===== src/rtl/stage4_vmem_seq.sv =====
// Sequential vector load/store: one bus word per active element, holds while bus_busy, one-cycle WB.
// Define STAGE4_VMEM_STRIDED_EN to honour req_stride; the default build uses unit stride (1<<eew).
module stage4_vmem_seq #(
    parameter int VLEN  = 128,
    parameter int MAXEL = VLEN / 8
) (
    input  logic                   CLK,
    input  logic                   RST,
    input  logic                   req_valid,
    output logic                   req_ready,
    input  logic                   req_load,
    input  logic [31:0]            req_base,
    input  logic [31:0]            req_stride,
    input  logic [1:0]             req_eew,
    input  logic [$clog2(MAXEL):0] req_vl,
    input  logic [MAXEL-1:0]       req_mask,
    input  logic                   req_vm,
    input  logic [VLEN-1:0]        req_vs3,
    input  logic [VLEN-1:0]        req_vd_old,
    input  logic [4:0]             req_vd,
    output logic                   bus_ren,
    output logic                   bus_wen,
    output logic [31:0]            bus_addr,
    output logic [31:0]            bus_wdata,
    output logic [3:0]             bus_byte_en,
    input  logic [31:0]            bus_rdata,
    input  logic                   bus_busy,
    output logic                   vwb_valid,
    output logic [4:0]             vwb_vd,
    output logic [VLEN-1:0]        vwb_data,
    output logic                   stall,
    output logic                   misaligned,
    input  logic                   flush
);
    localparam int IW = $clog2(MAXEL) + 1;

    typedef enum logic [1:0] {S_IDLE, S_ACCESS, S_WB} state_t;
    state_t r_state, w_next;

    logic            r_load;
    logic            r_vm;
    logic [31:0]     r_ea;
    logic [1:0]      r_eew;
    logic [IW-1:0]   r_vl;
    logic [IW-1:0]   r_i;
    logic [MAXEL-1:0] r_mask;
    logic [VLEN-1:0] r_vs3;
    logic [VLEN-1:0] r_buf;
    logic [4:0]      r_vd;

    logic [31:0]     w_stride;
`ifdef STAGE4_VMEM_STRIDED_EN
    logic [31:0]     r_stride;
    assign w_stride = r_stride;
`else
    logic            w_unused_stride;
    assign w_unused_stride = ^req_stride;
    assign w_stride = 32'd1 << r_eew;
`endif

    logic [IW-1:0] w_limit;
    logic          w_in_range, w_active, w_bad_align, w_mis, w_xfer, w_step, w_accept;
    logic [31:0]   w_esh, w_emask, w_st_elem, w_wdata, w_ld_elem;
    logic [4:0]    w_off_sh;
    logic [3:0]    w_be_base, w_be;

    assign w_limit    = IW'(MAXEL >> r_eew);
    assign w_in_range = r_i < w_limit;
    assign w_active   = w_in_range && (r_i < r_vl) && (r_vm || r_mask[r_i[IW-2:0]]);
    assign w_accept   = req_valid && req_ready;

    always_comb begin
        w_bad_align = 1'b0;
        w_emask     = 32'hFFFF_FFFF;
        w_be_base   = 4'b1111;
        unique case (r_eew)
            2'd0: begin w_emask = 32'h0000_00FF; w_be_base = 4'b0001; end
            2'd1: begin w_emask = 32'h0000_FFFF; w_be_base = 4'b0011; w_bad_align = r_ea[0]; end
            2'd2: w_bad_align = (r_ea[1:0] != 2'b00);
            default: w_bad_align = 1'b1;
        endcase
    end

    // eew=3 is reserved and reported as misaligned at the first element regardless of mask/vl
    assign w_mis  = (r_state == S_ACCESS) && w_in_range &&
                    ((r_eew == 2'd3) || (w_active && w_bad_align));
    assign w_xfer = (r_state == S_ACCESS) && w_active && !w_bad_align && !flush;
    assign w_step = (r_state == S_ACCESS) && !flush && w_in_range && !w_mis &&
                    (!w_active || !bus_busy);

    assign w_esh     = 32'({r_i, 3'b000}) << r_eew;
    assign w_off_sh  = {r_ea[1:0], 3'b000};
    assign w_st_elem = 32'(r_vs3 >> w_esh) & w_emask;
    assign w_wdata   = w_st_elem << w_off_sh;
    assign w_ld_elem = (bus_rdata >> w_off_sh) & w_emask;
    assign w_be      = w_be_base << r_ea[1:0];

    always_ff @(posedge CLK) begin
        if (RST) r_state <= S_IDLE;
        else     r_state <= w_next;
    end

    always_comb begin
        w_next = r_state;
        unique case (r_state)
            S_IDLE:   if (w_accept) w_next = S_ACCESS;
            S_ACCESS: begin
                if (!w_in_range) w_next = S_WB;
                else if (w_mis)  w_next = S_IDLE;
            end
            S_WB:     w_next = S_IDLE;
            default:  w_next = S_IDLE;
        endcase
        if (flush) w_next = S_IDLE;
    end

    always_comb begin
        req_ready   = (r_state == S_IDLE) && !flush;
        bus_ren     = w_xfer && r_load;
        bus_wen     = w_xfer && !r_load;
        bus_addr    = w_xfer ? {r_ea[31:2], 2'b00} : 32'h0;
        bus_wdata   = (w_xfer && !r_load) ? w_wdata : 32'h0;
        bus_byte_en = w_xfer ? w_be : 4'h0;
        stall       = (r_state != S_IDLE);
        misaligned  = w_mis && !flush;
        vwb_valid   = (r_state == S_WB) && r_load;
        vwb_vd      = r_vd;
        vwb_data    = r_buf;
    end

    always_ff @(posedge CLK) begin
        if (RST) begin
            r_load <= 1'b0;
            r_vm   <= 1'b0;
            r_ea   <= '0;
            r_eew  <= '0;
            r_vl   <= '0;
            r_i    <= '0;
            r_mask <= '0;
            r_vs3  <= '0;
            r_buf  <= '0;
            r_vd   <= '0;
`ifdef STAGE4_VMEM_STRIDED_EN
            r_stride <= '0;
`endif
        end else if (w_accept) begin
            r_load <= req_load;
            r_vm   <= req_vm;
            r_ea   <= req_base;
            r_eew  <= req_eew;
            r_vl   <= req_vl;
            r_i    <= '0;
            r_mask <= req_mask;
            r_vs3  <= req_vs3;
            r_buf  <= req_vd_old;
            r_vd   <= req_vd;
`ifdef STAGE4_VMEM_STRIDED_EN
            r_stride <= req_stride;
`endif
        end else if (w_step) begin
            // running address keeps ea = base + i*stride without a multiplier
            r_i  <= r_i + IW'(1);
            r_ea <= r_ea + w_stride;
            if (w_active && r_load)
                r_buf <= (r_buf & ~(VLEN'(w_emask) << w_esh)) | (VLEN'(w_ld_elem) << w_esh);
        end
    end
endmodule


===== config.mk =====
export PLATFORM = sky130hd
export DESIGN_NAME = stage4_vmem_seq
export DESIGN_NICKNAME = d
export VERILOG_FILES = /design/src/rtl/stage4_vmem_seq.sv
export SDC_FILE = /design/constraint.sdc
export NUM_CORES = 1
export LEC_CHECK = 0
export ABC_CLOCK_PERIOD_IN_PS = 4890
export CORE_AREA = 2 2 228 230
export DETAILED_ROUTE_END_ITERATION = 10
export DIE_AREA = 0 0 230 232
export PLACE_DENSITY = 0.69
export SLEW_MARGIN = 20
export SYNTH_ARGS = -nofsm -noshare
export SYNTH_HDL_FRONTEND = slang
export SYNTH_SLANG_ARGS = --single-unit

===== constraint.sdc =====
create_clock -name CLK -period 4.89 [get_ports CLK]
set_input_delay 0.978 -clock CLK [delete_from_list [all_inputs] [get_ports CLK]]
set_output_delay 0.978 -clock CLK [all_outputs]
set_load 0.01 [all_outputs]

After elaboration in Yosys (flattened, before gate mapping)
Cells that the tools add are included.
Storage, ports and cells
  register bits after elaboration: 325
  word-level logic and storage cells: 92
  input port bits: 387
  output and inout bits: 207
Operators by class
  shifts and indexed selects: 9
  add/subtract/negate cells: 2
  multiplexer cells: 17
  equal/unequal tests: 7
  bitwise operators: 5
  reductions and logical operators: 38
  $lt $le $gt $ge: 3
Operators by type and width (count)
  $mux 128: 3
  $shl 32x32->128: 2
  $and 128x128->128: 1
  $mux 32: 4
  $not 128->128: 1
  $or 128x128->128: 1
  $shr 128x32->32: 1
  $and 32x32->32: 2
  $pmux 32 s2: 1
  $add 32x32->32: 1
  $shl 1x2->32 const A: 1
  $shl 32x5->32: 1
  $shl 8x2->32: 1
  $shr 32x5->32: 1
  $logic_and 1x1->1: 19
  $lt 5x5->1: 2
  $pmux 4 s2: 1
  $reduce_bool 2->1: 4
  $eq 2x2->1 const B: 3
  $logic_not 1->1: 6
  $mux 2: 3
  $add 5x1->5 const B: 1
  $lt 4x5->1 const B: 1
  $shr 5x2->5 const A: 1
  other kinds (13): 19

Depth between registers and ports, before layout
  depth in word-level cells: 12
  gate-level depth with buffers: 16
  depth with buffers taken out: 13

Least setup slack after synthesis
OpenSTA, ideal clock, no wires.
  kind: reg2out
  start point: reg r_eew[1]
  end point: out bus_wdata[31]
  data required time: 3912 ps
  slack: 646 ps
  buffers on the path: 4
  arrival: 3266 ps
  cell stages (with the launch flop): 15
  path through: dfxtp_1 > buf_2 > buf_2 > buf_1 > nand2_1 > ha_1 > o21ai_0 > a21oi_1 > nor3_1 > o211ai_1 > or3_1 > buf_2 > inv_1 > o311ai_0 > a221oi_1
On the way
  word-level cells in the longest chain between the ends: 9
  elaborated cells between the ends (all ways): 19
  classes of those cells: order compare (1); eq/ne (2); shift (4); mux (3); bitwise (1); reduce/logical (8)
RTL lines
  start: declaration: RTL line 43  | logic [1:0] r_eew;
  start signal: assignment: RTL line 150  | r_eew <= req_eew;
  $shr 5x2->5: RTL line 67  | assign w_limit = IW'(MAXEL >> r_eew);
  $lt 5x5->1: RTL line 68  | assign w_in_range = r_i < w_limit;
  $logic_and 1x1->1 (2 in series): RTL line 69  | assign w_active = w_in_range && (r_i < r_vl) && (r_vm || r_mask[r_i[IW-2:0]]);
  $logic_and 1x1->1: RTL line 87  | assign w_xfer = (r_state == S_ACCESS) && w_active && !w_bad_align && !flush;
  $logic_and 1x1->1 (*) (2 in series): RTL line 87
  $logic_and 1x1->1 (*)
  via bus_wen: RTL line 22  | output logic bus_wen,
  $mux 32 (*): RTL line 122  | bus_wdata = (w_xfer && !r_load) ? w_wdata : 32'h0;
  end: declaration: RTL line 24  | output logic [31:0] bus_wdata,
Mark *: on every way through the listed nets, which the timed path passes. The rest lies on a longest branch.

Worst setup path in the final report
  start point: reg r_i[0]
  end point: out bus_wdata[27]
On the way
  word-level cells in the longest chain between the ends: 9
  elaborated cells between the ends (all ways): 16
  classes of those cells: order compare (2); shift (3); mux (3); bitwise (1); reduce/logical (7)
RTL lines
  start: declaration: RTL line 45  | logic [IW-1:0] r_i;
  start signal: assignment: RTL line 162  | r_i <= r_i + IW'(1);
  parallel branches: the longest is 8 deep, another holds $shr 128x32->32
  $mux 32 (*): RTL line 122
Mark *: on every way between the ends. The select of a mux whose other input is x is not followed.

==> results.yml <==
outcome:
  outcome: "finished, final reports clean"
drt:
  wl_per_cell_um: 25.4
  drtIter0Drc: 2378
  drtAntennaViolNets: 0
  drc: 0
  drtPass1Iterations: 5
  routed_wl_um: 92600
  avgViaCountPerCell: 5.89
  num_vias: 21500
die:
  row_count: 83
  core_um2: 50900
  dieArea_um2: 53400
  start_util_pct: 37.5
  io_pins: 594
  die_height_um: 232
  die_x_um: 230
timing:
  finClkSkew_ps: 29.0
  min_period_over_period_pct: 99.3
  finalSetupViolations: 0
  final-hold-violation-count: 0
  whs_ps: 454
  tightest_slew_ps: 1090
  maxSlewHeadroom_pct: 26.3
  tns_ps: 0
  grt_setup_unrepaired: "yes"
  drv_slew: 0
  max_freq_mhz: 206
  fin_crit_ps: 4850
critical_path:
  crit_path_end_kind: "primary output"
  crit_fanout: 29
  criticalPathCategory: "register to primary output"
  cp.required_ps: 3910
  r2r_end: "vwb_data[90]"
  r2r_start: "r_eew[0]"
  r2r_cells: 12
  cp-start-kind: "register"
  r2r_setup_slack_ps: 1350
  cp.arrival_ps: 3880
global_route:
  globalRoute.totalOverflow: 0
  grt_use_met3_pct: 9.25
  grt_start_max_net_pins: 154
  use_met1_pct: 46.2
  grt_pass1_vias: 20400
  grt.total_usage_pct: 33.0
  top_usage_layer: "met2"
  grtUsageMet2_pct: 48.8
  antenna_found_initial: 6
  grt_pass1_wl_um: 134000
min_path:
  hold_depth: 2
  hp-start: "r_mask[8]"
  worstHoldEndpoint: "r_mask[8]"
  hold_path.class: "register to register"
yosys:
  yosys_warnings: 0
  yosysSeqAreaShare_pct: 34.1
  synth_area_per_cell_um2: 8.02
  async_flop_share_pct: 0
  synth-edff-count: 0
  syn-cell-area_um2: 19100
  ys_types: 94
  synth-seq-cells: 325
  syn_inst: 2378
  ys.flop_type: "dfxtp_1"
clock_tree:
  clkSlewWorstSetupHoldPaths_ps: 60
  cts_buffer_depth: 3
  cts_buffers: 40
  cts_tree: "yes"
  clk_latency_ps: 570
  cts_hold_buf: 0
  cts_max_level: 2
  ctsRootBufferMaster: "clkbuf_16"
  cts.sinks: 325
final_layout:
  syn2layout_area_growth_pct: 43.9
  drive_above_1_share_pct: 11.2
  nFillCells: 4855
  regArea_um2: 6520
  nets: 3327
  multi_input_area_um2: 11800
  instances_no_fill: 3643
place:
  port_buffers: 559
  dp.cells: 3553
  routabilityCongestion: 1.03
  dp_hpwl_um: 70800
power:
  leakage_nw: 9.85
  p_per_area_nw_per_um2: 263
  ir_worst_vdd_uv: 209
run:
  timing.max_cap.violations: 0
==> placed cells by master (no fill, tap or decap), types with 11 or more instances in the layout <==
cell type and n:
clkdlybuf4s50_1 541, nand2_1 438, dfxtp_1 318, a21oi_1 263
nor2_1 158, mux2i_1 152, buf_4 128, o2bb2ai_1 90
a22oi_1 66, o21ai_0 57, nor3_1 47, and2_1 47
a211oi_1 47, clkbuf_16 42, nand3_1 37, a221oi_1 36
o22ai_1 27, xnor2_1 24, and3_1 22, mux2_2 17
inv_1 16, a311oi_1 16, a211o_1 15, a31oi_1 14
ha_1 14, mux4_2 13, o21a_1 12, o31ai_1 11
dlymetal6s2s_1 11
==> critical path, cell delays in order, from the launching register on <==
cell	delay (ps)
dfxtp_4	420
buf_6	190
or3b_2	510
buf_12	200
and2_1	190
a211oi_1	590
a211oi_1	90
o21ai_0	340
a211o_1	190
a221oi_2	50
clkdlybuf4s50_1	510
==> report_power, final <==
group          switching, W  leakage, nW  internal [W]
Combinational      0.000679         6.55      0.000620
Clock               0.00124        0.638       0.00176
Sequential         0.000132         2.66       0.00277
==> layer usage <==
layer,up-vias,wire (µm),share of wire (%)
met1,10400,40300,43
met5,-,28,0.030
met3,166,9690,10
li1,9798,-,-
met2,1097,39800,43
met4,4,2820,3.0
==> flip-flops by register name (all words and copies together), names as in the netlist <==
| signal | cells |
|---|---|
| r_vs3 | 128 |
| vwb_data | 128 |
| r_ea | 32 |
| r_mask | 16 |
| r_i | 5 |
| r_vl | 5 |
| vwb_vd | 5 |
| r_eew | 2 |
| r_state | 2 |
| r_load | 1 |
| r_vm | 1 |
==> stage by stage <==
step	worst slack (ps)	util [%]	power, W	instance area [µm²]
6_report	36.2	53.9	0.00720	27400
5_1_grt	-18.9	53.9	0.00743	27400
4_1_cts	-4.03	53.5	0.00720	27200
3_5_place_dp	-52.4	50.7	0.00421	25800
3_3_place_gp	69.6	50.7	0.00419	25800
2_1_floorplan	646	-	0.00350	19100
==> logic make-up (layout without fill, tap and decap cells) <==
family | Yosys count | after routing | share of synthesized area (%)
simple gates | 850 | 850 | 20.3
compound gates | 750 | 750 | 26.8
flops | 325 | 325 | 34.1
buf+inv | 219 | 795 | 5.23
mux | 189 | 189 | 11.2
xor+xnor | 29 | 29 | 1.33
fa+ha+maj | 15 | 15 | 1.02
other cells | 1 | 10 | 0.0197
==> synthesized netlist by cell type (6+ instances only) <==
cell type  number  share of area (%)
a211o_1        15               0.69
a211oi_1       50                2.0
a21boi_0        6               0.24
a21boi_1        7               0.28
a21o_1          8               0.32
a21oi_1       267                7.0
a221oi_1       43                2.0
a22o_1          7               0.32
a22oi_1        66                2.6
a311oi_1       16               0.74
a31oi_1        14               0.46
and2_1         48                1.6
and3_1         22               0.72
buf_1           7               0.14
buf_2          40                1.1
buf_4          13               0.51
buf_6          10               0.59
clkbuf_1      127                2.5
dfxtp_1       325                 34
ha_1           14               0.92
inv_1          16               0.32
mux2_2         17                1.0
mux2i_1       154                8.1
mux4_2         13                1.5
nand2_1       440                8.7
nand2b_1        6               0.20
nand3_1        37               0.97
nor2_1        164                3.2
nor2b_1        10               0.33
nor3_1         50                1.3
nor4_1          9               0.30
o211ai_1        6               0.24
o21a_1         12               0.47
o21ai_0        61                1.6
o22ai_1        27               0.89
o2bb2ai_1      90                4.1
o31ai_1        11               0.43
or3_1           6               0.20
xnor2_1        24                1.1
==> final cells by class <==
type	instances	share of cell area [%]
multi-input cells	1835	42.9
inverters	21	0.297
clock buffers	60	4.41
well taps	680	3.10
diodes	8	0.0730
clock inverters	12	0.401
repair buffers	702	25.1
flip-flops and latches	325	23.8
==> repair_timing <==
item | in CTS | in global routing
pin swaps | 4 | 5
gates cloned | 1 | 0
resized for setup | 18 | 42
buffers inserted | 7 | 2
endpoints found under the setup margin | 31 | 29
==> worst max path at each step <==
| stage | start | to |
|---|---|---|
| floorplan | r_eew[1] | bus_wdata[31] |
| finish | r_i[0] | bus_wdata[27] |
| CTS | r_i[0] | bus_wdata[15] |
| global placement | flush | bus_wdata[27] |
| global route | r_eew[0] | bus_wdata[28] |
| detailed placement | flush | bus_wdata[31] |
Note: power is estimated with default switching activity, not from simulation.
